[src/rtl/bus_uart_tx_pkg.sv]
// Shared register map, STATUS bit layout and TX state encodings for bus_uart_tx.
// Latency: none (declarations only).
// Backpressure: none (declarations only).
package bus_uart_tx_pkg;

    // Register offsets from BASE_ADDR
    localparam logic [31:0] REG_DATA_OFF   = 32'h0000_0000;
    localparam logic [31:0] REG_STATUS_OFF = 32'h0000_0004;

    // STATUS bit positions
    localparam int STAT_BUSY_BIT  = 0;
    localparam int STAT_FULL_BIT  = 1;
    localparam int STAT_EMPTY_BIT = 2;
    localparam int STAT_OVF_BIT   = 3;
    localparam int STAT_COUNT_LSB = 8;

    // Transmitter states
    typedef enum logic [1:0] {
        TX_IDLE  = 2'd0,
        TX_START = 2'd1,
        TX_DATA  = 2'd2,
        TX_STOP  = 2'd3
    } tx_state_t;

    // Assemble the STATUS read word from its fields
    function automatic logic [31:0] status_word(input logic [7:0] count,
                                                input logic       ovf,
                                                input logic       empty,
                                                input logic       full,
                                                input logic       busy);
        logic [31:0] w;
        w                         = '0;
        w[STAT_BUSY_BIT]          = busy;
        w[STAT_FULL_BIT]          = full;
        w[STAT_EMPTY_BIT]         = empty;
        w[STAT_OVF_BIT]           = ovf;
        w[STAT_COUNT_LSB +: 8]    = count;
        return w;
    endfunction

endpackage

[src/rtl/sync_fifo.sv]
// Single-clock FIFO with show-ahead output (dout is the current head).
// Latency: a pushed entry is visible on dout/count the cycle after the push edge.
// Backpressure: push ignored when full, pop ignored when empty; push+pop together keep count.
module sync_fifo #(
    parameter int WIDTH = 8,
    parameter int DEPTH = 16
) (
    input  logic                     clk,
    input  logic                     rst,
    input  logic                     push,
    input  logic                     pop,
    input  logic [WIDTH-1:0]         din,
    output logic [WIDTH-1:0]         dout,
    output logic                     full,
    output logic                     empty,
    output logic [$clog2(DEPTH):0]   count
);

    localparam int AW = $clog2(DEPTH);

    logic [AW-1:0]    wr_ptr_q, wr_ptr_d;
    logic [AW-1:0]    rd_ptr_q, rd_ptr_d;
    logic [AW:0]      count_q, count_d;
    logic [WIDTH-1:0] mem [DEPTH];
    logic             do_push;
    logic             do_pop;

    assign full    = (count_q == (AW+1)'(DEPTH));
    assign empty   = (count_q == '0);
    assign count   = count_q;
    assign dout    = mem[rd_ptr_q];
    assign do_push = push && !full;
    assign do_pop  = pop && !empty;

    // Pointer and occupancy update; pointers wrap naturally at the power-of-two depth
    always_comb begin
        wr_ptr_d = wr_ptr_q;
        rd_ptr_d = rd_ptr_q;
        count_d  = count_q;
        if (do_push) wr_ptr_d = wr_ptr_q + 1'b1;
        if (do_pop)  rd_ptr_d = rd_ptr_q + 1'b1;
        case ({do_push, do_pop})
            2'b10:   count_d = count_q + 1'b1;
            2'b01:   count_d = count_q - 1'b1;
            default: count_d = count_q;
        endcase
    end

    // Control state registers
    always_ff @(posedge clk or posedge rst) begin
        if (rst) begin
            wr_ptr_q <= '0;
            rd_ptr_q <= '0;
            count_q  <= '0;
        end else begin
            wr_ptr_q <= wr_ptr_d;
            rd_ptr_q <= rd_ptr_d;
            count_q  <= count_d;
        end
    end

    // Storage array; contents are don't-care until written, so no reset
    always_ff @(posedge clk) begin
        if (do_push) mem[wr_ptr_q] <= din;
    end

endmodule

[src/rtl/bus_uart_tx.sv]
// Memory-mapped 8N1 UART transmitter: DATA write queues a byte, STATUS reports queue/line state.
// Latency: bus_rdata one cycle after address; first start bit one cycle after the DATA write edge.
// Backpressure: none on the bus; writes to a full queue are dropped and latch the sticky ovf flag.
module bus_uart_tx
    import bus_uart_tx_pkg::*;
#(
    parameter logic [31:0] BASE_ADDR  = 32'h0000_1000,
    parameter int          CLK_DIV    = 868,
    parameter int          FIFO_DEPTH = 16
) (
    input  logic        clk,
    input  logic        rst,
    input  logic [31:0] bus_addr,
    input  logic [31:0] bus_wdata,
    input  logic        bus_we,
    output logic [31:0] bus_rdata,
    output logic        uart_tx
);

    localparam int          CW          = $clog2(FIFO_DEPTH) + 1;
    localparam logic [15:0] BAUD_RELOAD = 16'(CLK_DIV - 1);

    // Bus decode
    logic addr_data, addr_status, wr_data, wr_status;
    assign addr_data   = (bus_addr == BASE_ADDR + REG_DATA_OFF);
    assign addr_status = (bus_addr == BASE_ADDR + REG_STATUS_OFF);
    assign wr_data     = bus_we && addr_data;
    assign wr_status   = bus_we && addr_status;

    // FIFO hookup
    logic          fifo_push, fifo_pop, fifo_full, fifo_empty;
    logic [7:0]    fifo_dout;
    logic [CW-1:0] fifo_count;
    logic [8:0]    count_ext;

    assign fifo_push = wr_data && !fifo_full;
    assign count_ext = 9'(fifo_count);

    sync_fifo #(
        .WIDTH (8),
        .DEPTH (FIFO_DEPTH)
    ) u_fifo (
        .clk   (clk),
        .rst   (rst),
        .push  (fifo_push),
        .pop   (fifo_pop),
        .din   (bus_wdata[7:0]),
        .dout  (fifo_dout),
        .full  (fifo_full),
        .empty (fifo_empty),
        .count (fifo_count)
    );

    // State
    tx_state_t   state_q, state_d;
    logic [15:0] baud_cnt_q, baud_cnt_d;
    logic [2:0]  bit_cnt_q, bit_cnt_d;
    logic [7:0]  shift_q, shift_d;
    logic        tx_q, tx_d;
    logic        ovf_q, ovf_d;
    logic [31:0] rdata_q, rdata_d;
    logic        busy;

    assign busy      = (state_q != TX_IDLE);
    assign uart_tx   = tx_q;
    assign bus_rdata = rdata_q;

    // Sticky overflow: the full test uses pre-edge occupancy, and a new overflow beats a clear
    always_comb begin
        ovf_d = ovf_q;
        if (wr_status && bus_wdata[STAT_OVF_BIT]) ovf_d = 1'b0;
        if (wr_data && fifo_full)                 ovf_d = 1'b1;
    end

    // Read mux; only STATUS returns data, everything else reads as zero
    always_comb begin
        rdata_d = '0;
        if (addr_status) begin
            rdata_d = status_word(count_ext[7:0], ovf_q, fifo_empty, fifo_full, busy);
        end
    end

    // TX sequencing; tx_d is the line level for the state being entered so the flop leads cleanly
    always_comb begin
        state_d    = state_q;
        baud_cnt_d = baud_cnt_q;
        bit_cnt_d  = bit_cnt_q;
        shift_d    = shift_q;
        tx_d       = tx_q;
        fifo_pop   = 1'b0;
        case (state_q)
            TX_IDLE: begin
                tx_d = 1'b1;
                if (!fifo_empty) begin
                    fifo_pop   = 1'b1;
                    shift_d    = fifo_dout;
                    baud_cnt_d = BAUD_RELOAD;
                    state_d    = TX_START;
                    tx_d       = 1'b0;
                end
            end
            TX_START: begin
                if (baud_cnt_q == '0) begin
                    baud_cnt_d = BAUD_RELOAD;
                    bit_cnt_d  = '0;
                    state_d    = TX_DATA;
                    tx_d       = shift_q[0];
                end else begin
                    baud_cnt_d = baud_cnt_q - 1'b1;
                end
            end
            TX_DATA: begin
                if (baud_cnt_q == '0) begin
                    baud_cnt_d = BAUD_RELOAD;
                    if (bit_cnt_q == 3'd7) begin
                        state_d = TX_STOP;
                        tx_d    = 1'b1;
                    end else begin
                        bit_cnt_d = bit_cnt_q + 1'b1;
                        shift_d   = {1'b0, shift_q[7:1]};
                        tx_d      = shift_q[1];
                    end
                end else begin
                    baud_cnt_d = baud_cnt_q - 1'b1;
                end
            end
            TX_STOP: begin
                tx_d = 1'b1;
                if (baud_cnt_q == '0) begin
                    state_d = TX_IDLE;
                end else begin
                    baud_cnt_d = baud_cnt_q - 1'b1;
                end
            end
            default: begin
                state_d = TX_IDLE;
                tx_d    = 1'b1;
            end
        endcase
    end

    // State registers; reset drives the line high immediately
    always_ff @(posedge clk or posedge rst) begin
        if (rst) begin
            state_q    <= TX_IDLE;
            baud_cnt_q <= '0;
            bit_cnt_q  <= '0;
            shift_q    <= '0;
            tx_q       <= 1'b1;
            ovf_q      <= 1'b0;
            rdata_q    <= '0;
        end else begin
            state_q    <= state_d;
            baud_cnt_q <= baud_cnt_d;
            bit_cnt_q  <= bit_cnt_d;
            shift_q    <= shift_d;
            tx_q       <= tx_d;
            ovf_q      <= ovf_d;
            rdata_q    <= rdata_d;
        end
    end

endmodule
[config.mk]
export PLATFORM = sky130hd
export DESIGN_NAME = bus_uart_tx
export DESIGN_NICKNAME = d
export VERILOG_FILES = /design/src/rtl/bus_uart_tx_pkg.sv /design/src/rtl/sync_fifo.sv /design/src/rtl/bus_uart_tx.sv
export SDC_FILE = /design/constraint.sdc
export NUM_CORES = 1
export LEC_CHECK = 0
export BUFFER_PORTS_ARGS = -buffer_cell sky130_fd_sc_hd__buf_2
export CAP_MARGIN = 30
export CORE_ASPECT_RATIO = 0.5
export CORE_MARGIN = 1.5
export CORE_UTILIZATION = 45
export DETAILED_ROUTE_END_ITERATION = 6
export GPL_TIMING_DRIVEN = 0
export PLACE_DENSITY = 0.74
export SLEW_MARGIN = 5
export SYNTH_ARGS = -nofsm -noshare
export SYNTH_HDL_FRONTEND = slang
export SYNTH_SLANG_ARGS = --single-unit
[constraint.sdc]
create_clock -name clk -period 2.8 [get_ports clk]
set_input_delay 0 -clock clk [delete_from_list [all_inputs] [get_ports clk]]
set_output_delay 0 -clock clk [all_outputs]
set_load 0.01 [all_outputs]
* Word level (Yosys, flattened, before mapping)
Memory sizes are Yosys's and may differ from the RTL's.
Index checks and enable logic that the tools add are counted.
** Storage, ports and cells
- Memories kept :: 1
- Word-level logic and storage cells :: 87
- Bits in writable memories :: 128
- Output and inout port bits :: 33
- Register bits :: 76
** Operators by class
- Add/sub/neg operators :: 6
- Reductions and logical operators :: 23
- Muxes and demuxes :: 31
- Equality and inequality tests :: 16
** Memory list
- u_fifo.mem :: depth 16, width 8, rd ports 1, clocked after Yosys merged registers in 0, write ports 1, RTL line sync_fifo.sv:24 : logic [WIDTH-1:0] mem [DEPTH];
** Operators with widths (number)
- $eq 32x13->1 const B :: 2
- $mux 16 :: 3
- $pmux 16 s3 :: 1
- $mux 8 :: 3
- $logic_not 16->1 :: 1
- $pmux 8 s2 :: 1
- $sub 16x1->16 const B :: 1
- $ne 2x2->1 const B :: 7
- $mux 13 :: 1
- $mux 1 :: 10
- $mux 2 :: 5
- $pmux 5 s2 :: 1
- $reduce_bool 2->1 :: 5
- $mux 3 :: 3
- $add 4x1->4 const B :: 2
- $pmux 2 s4 :: 1
- $reduce_and 4->1 :: 2
- $logic_and 1x1->1 :: 7
- $eq 2x2->1 const B :: 3
- $pmux 3 s2 :: 1
- $add 5x1->5 const B :: 1
- $eq 5x5->1 const B :: 1
- $logic_not 5->1 :: 1
- $reduce_and 5->1 :: 1
- other kinds (9) :: 12

* Longest topological paths before layout
- Depth in word-level cells :: 6
- Gate-level depth with buffers :: 15
- Mapped depth without buffers :: 12

* Cells and area by module
From an unflattened synthesis, not the netlist that was laid out.
** Second synthesis, totals
- Cell total of the unflattened synthesis :: 573
- Area total of the unflattened synthesis :: 8154.1 um^2
** By module, submodules not included
- sync_fifo :: seq. area each 4169.0 um^2, area an instance 5796.8 um^2, times used 1, cells an instance 333
- bus_uart_tx :: seq. area each 1002.2 um^2, area an instance 2357.3 um^2, times used 1, cells an instance 240

* Worst setup path before layout
Ideal clock, no wire load.
- Path kind :: register to register
- Start point :: reg u_fifo.count_q[1] (netlist: u_fifo.count[1])
- End point :: reg u_fifo.count_q[4] (netlist: u_fifo.count[4])
- Buffers on the path :: 3
- Slack :: -0.051 ns
- Data arrival time :: 2.771 ns
- Required time :: 2.721 ns
- Stages on the path, launching flop included :: 16
- Clock period less this slack :: 2.851 ns
- Setup time :: 0.079 ns
- Cell sequence :: dfrtp_1 -> buf_6 -> nor4_4 -> a21oi_1 -> and4_1 -> clkbuf_2 -> inv_2 -> ha_1 -> clkbuf_1 -> xor2_1 -> ha_1 -> inv_1 -> o21ai_0 -> a211o_1 -> a31oi_1 -> xor2_1
** Between the ends
- Cells in the longest elaborated chain, start to end :: 6
- Elaborated cells between the ends (all ways) :: 15
** RTL lines
- from (decl) :: RTL line sync_fifo.sv:23 : logic [AW:0] count_q, count_d;
- from (signal assigned) :: RTL line sync_fifo.sv:58 : count_q <= count_d;
- $logic_not 5->1 or $eq 5x5->1 (tied branches) :: RTL line sync_fifo.sv:29, sync_fifo.sv:28
- $mux 1 or $logic_not 1->1 (tied branches) :: RTL line bus_uart_tx.sv:94, sync_fifo.sv:32, bus_uart_tx.sv:36
- $mux 1 or $logic_and 1x1->1 (tied branches) :: RTL line bus_uart_tx.sv:91, bus_uart_tx.sv:36
- $logic_and 1x1->1 (on tied branches) :: RTL line sync_fifo.sv:33, sync_fifo.sv:32
- $eq 2x1->1 or $eq 2x2->1 (tied branches) :: RTL line sync_fifo.sv:42 : case ({do_push, do_pop})
- $pmux 5 s2 or $reduce_bool 2->1 (tied branches)
Several ways; a longest one is shown, not always the timed one.
A chain may end at the register's enable or synchronous reset.

* Worst setup path in the final report
- Start point :: reg u_fifo.count_q[1] (netlist: u_fifo.count[1])
- End point :: mem u_fifo.mem[6][7] (enable)
** Between the ends
- Cells in the longest elaborated chain, start to end :: 6
** RTL lines
- $eq 5x5->1 (*) :: RTL line sync_fifo.sv:28 : assign full = (count_q == (AW+1)'(DEPTH));
- $logic_not 1->1 (*) :: RTL line sync_fifo.sv:32, bus_uart_tx.sv:36
- $logic_and 1x1->1 :: RTL line bus_uart_tx.sv:36 : assign fifo_push = wr_data && !fifo_full;
- $logic_and 1x1->1 (*) :: RTL line sync_fifo.sv:32 : assign do_push = push && !full;
- $mux 1 (*) :: RTL line sync_fifo.sv:64 : if (do_push) mem[wr_ptr_q] <= din;
- $mux 1 (implied by the code) (*) :: RTL line sync_fifo.sv:64
- to (decl) :: RTL line sync_fifo.sv:24
Every way passes the cells marked *; elsewhere a longest branch is shown, timed or not.

==> impl_metrics.json <==
{
  "timing.final.crit_share_pct": 96.02,
  "finalSetupViolCount": 0,
  "synth_top_cell_area_share_pct": 46.94,
  "syn_inst": 556,
  "status": "complete, but fails checks",
  "synth_edf_count": 128,
  "drive_above_1_share_pct": 27.21,
  "register_area_sq_mm": 0.005174,
  "cts_buffers": 17,
  "final_antenna_net_count": 0,
  "min_delay_path_depth": 1,
  "cp_slowest_stage_delay_ps": 530,
  "max_clock_freq_mhz": 372.0,
  "grt.total_usage_pct": 19.19,
  "multi_input_area_sq_mm": 0.002781,
  "diodes": 0,
  "path_delay_family": "simple AND/OR/NAND/NOR gates",
  "ys_ff_latch": 181,
  "arrival_ps": 2760,
  "switchingPower_mw": 1.277,
  "cts_buffer_depth": 2,
  "grt_pass1_vias": 5067,
  "finalHoldViolations": 0,
  "max_slew_margin_pct": 36.10,
  "place_hpwl_um": 11620,
  "cp.required_ps": 2870,
  "grt_max_degree": 33,
  "yosysSeqAreaShare_pct": 63.16,
  "gp_congestion": 0.8632,
  "grt_pass1_wl_um": 27680,
  "syn_area_sq_mm": 0.008188,
  "die_area_sq_mm": 0.01906,
  "wl_per_cell_um": 18.98,
  "path_common_cell": "buf_4",
  "fillers": 1382,
  "drv_slew": 0,
  "clkTransAtPathRegs_ps": 80,
  "critPathKind": "reg2reg",
  "drc": 5,
  "hold_path_class": "in2reg",
  "p_clk_share_pct": 43.9,
  "fin_hold_ws_ps": 16.29,
  "ctsHtreeMaxLevel": 4,
  "pwr-share-seq_pct": 52.8,
  "hold_path_end": "u_fifo.mem[10][3]$_DFFE_PP_",
  "power_mw": 5.584,
  "core_sq_mm": 0.01757,
  "r2r_start": "u_fifo.count[1]$_DFFE_PP0P_",
  "min-delay-start": "bus_wdata[3]",
  "synth_area_leaders": "edfxtp_1 (47%), dfrtp_1 (16%), mux4_2 (6.6%)",
  "drt_wl_total_um": 17350,
  "skew_ps": 13.41,
  "cts_sinks": 181,
  "ios": 100,
  "start_util_pct": 46.60,
  "ys.flop_type": "edfxtp_1",
  "routed_via_density": 5.557,
  "vias": 5079,
  "avgSynthCellArea_sq_um": 14.73,
  "async_flop_share_pct": 29.28,
  "maxCapViolations": 0,
  "p_int_mw": 4.307,
  "die_w_um": 193.8,
  "clock_latency_ps": 440,
  "yosys_warnings": 0,
  "fin_nets": 751,
  "tritoncts": "yes",
  "leakage_nw": 3.728,
  "area_growth_pct": 18.37,
  "failed_checks": "design-rule violations",
  "synth.distinct_cells": 59,
  "fin_area_sq_mm": 0.009692,
  "crit_path_cell_trace": "buf_6 > nor4_4 > buf_4 > a21oi_1 > and4_4 > inv_6 > buf_4 > nor3b_1 > and2_1",
  "worstPathBufferInverterCount": 4,
  "switching_share_pct": 22.87,
  "worstMarginPinSlew_ps": 955.0,
  "setup_tns_ps": 0,
  "rows": 34,
  "worst-r2r-cell-count": 9,
  "die_y_um": 98.38,
  "drt-initial-drc-count": 345,
  "critPathSlowestCell": "and2_1",
  "antenna_found_initial": 0,
  "placed_area_sq_mm": 0.008900,
  "powerDensity_mw_per_mm2": 576.1,
  "period_needed_ps": 2689,
  "ir_drop_mv": 0.3762,
  "root_buffer": "clkbuf_16",
  "grt_overflow_total": 0,
  "r2r-end": "u_fifo.mem[6][7]$_DFFE_PP_",
  "portBuffers": 52,
  "yosys.area.top_type": "edfxtp_1",
  "dr.pass1.iters": 7,
  "ys_top_cells_by_count": "edfxtp_1 (128), dfrtp_1 (52), buf_4 (25)",
  "power_frac_comb_pct": 3.3,
  "start_kind": "flop",
  "synth.most_common_cell": "edfxtp_1",
  "end_kind": "flop",
  "reg2reg_slack_ps": 110,
  "critical_path.max_fanout": 8
}
[registers in the layout, indices dropped and copies added, names as in the netlist, 2 cells and up]
register / cells
bus_rdata: 9
bit_cnt_q: 3
u_fifo.count: 5
shift_q: 8
u_fifo.rd_ptr_q: 4
baud_cnt_q: 16
u_fifo.wr_ptr_q: 4
u_fifo.mem: 128
state_q: 2
[cells by family (layout without fill, tap and decap cells)]
family	count (synthesis)	count (layout)	synth area share (%)
flops	181	181	63.16
simple gates	135	135	9.872
compound gates	84	84	7.381
buf+inv	67	169	4.508
mux	52	52	10.41
xor+xnor	19	19	2.032
fa+ha+maj	17	17	2.598
other cells	1	23	0.04580
[worst reg2reg max path, cell delays in order, from the launching register on]
cell	delay, ps
dfrtp_1	340
buf_6	130
nor4_4	60
buf_4	140
a21oi_1	160
and4_4	300
inv_6	60
buf_4	180
nor3b_1	430
and2_1	530
[worst max-delay path by stage]
stage	startpoint	to	slack, ps	cells past startpoint
after floorplan	u_fifo.count[1]$_DFFE_PP0P_	u_fifo.count[4]$_DFFE_PP0P_	40	15
after global placement	u_fifo.count[2]$_DFFE_PP0P_	u_fifo.mem[1][2]$_DFFE_PP_	-500	7
after detailed placement	u_fifo.count[1]$_DFFE_PP0P_	u_fifo.count[4]$_DFFE_PP0P_	-430	15
after CTS	u_fifo.count[1]$_DFFE_PP0P_	u_fifo.count[4]$_DFFE_PP0P_	20	15
after global routing	u_fifo.count[1]$_DFFE_PP0P_	u_fifo.count[4]$_DFFE_PP0P_	-5	15
final	u_fifo.count[1]$_DFFE_PP0P_	u_fifo.mem[6][7]$_DFFE_PP_	110	9
[timing repair]
action	4_1_cts	5_1_grt
endpoints found under the hold margin	167	0
endpoints found under the setup margin	28	1
hold buffers	10	0
setup buffers	5	1
gates resized for setup	7	9
pin swaps	3	2
[power groups by stage]
stage	Clock (mW)	Sequential (mW)	Combinational [mW]
3_5_place_dp	0	3.00	0.173
6_report	2.45	2.95	0.183
4_1_cts	2.48	2.95	0.183
5_1_grt	2.60	2.95	0.203
3_3_place_gp	0	3.00	0.162
2_1_floorplan	0	3.00	0.0997
[routing by layer]
| layer | up-vias | track usage (%) | share of wire [%] |
|---|---|---|---|
| li1 | 2322 | - | - |
| met4 | 0 | 6.602 | 1.0 |
| met3 | 19 | 3.661 | 5.6 |
| met1 | 2579 | 25.10 | 45 |
| met5 | - | 0 | 0 |
| met2 | 159 | 32.46 | 49 |
[area by class of cell]
type | count | area share (%)
plain buffers | 47 | 3.098
clock buffers | 17 | 4.389
clock inverters | 15 | 2.001
inverters | 17 | 0.7100
multi-input cells | 330 | 28.70
flip-flops and latches | 181 | 53.38
well taps | 234 | 3.021
repair buffers | 73 | 4.699
[metrics by stage]
step,std cells,setup WS [ps],util (%)
after global placement,864,-496.8,50.23
after CTS,913,17.84,54.96
final,914,111.5,55.16
after floorplan,578,41.84,-
after global routing,914,-5.234,55.16
after detailed placement,869,-426.0,50.66
[cells in the final DEF (no fill, tap or decap), drive strengths merged, types with 17 or more instances in the layout]
| cell type | count |
|---|---|
| a21oi | 22 |
| and2 | 18 |
| buf | 97 |
| clkbuf | 30 |
| conb | 23 |
| dfrtp | 52 |
| edfxtp | 128 |
| ha | 17 |
| inv | 25 |
| mux4 | 25 |
| nand2 | 18 |
| nor2 | 19 |
Power figures use the tool's default switching activity.
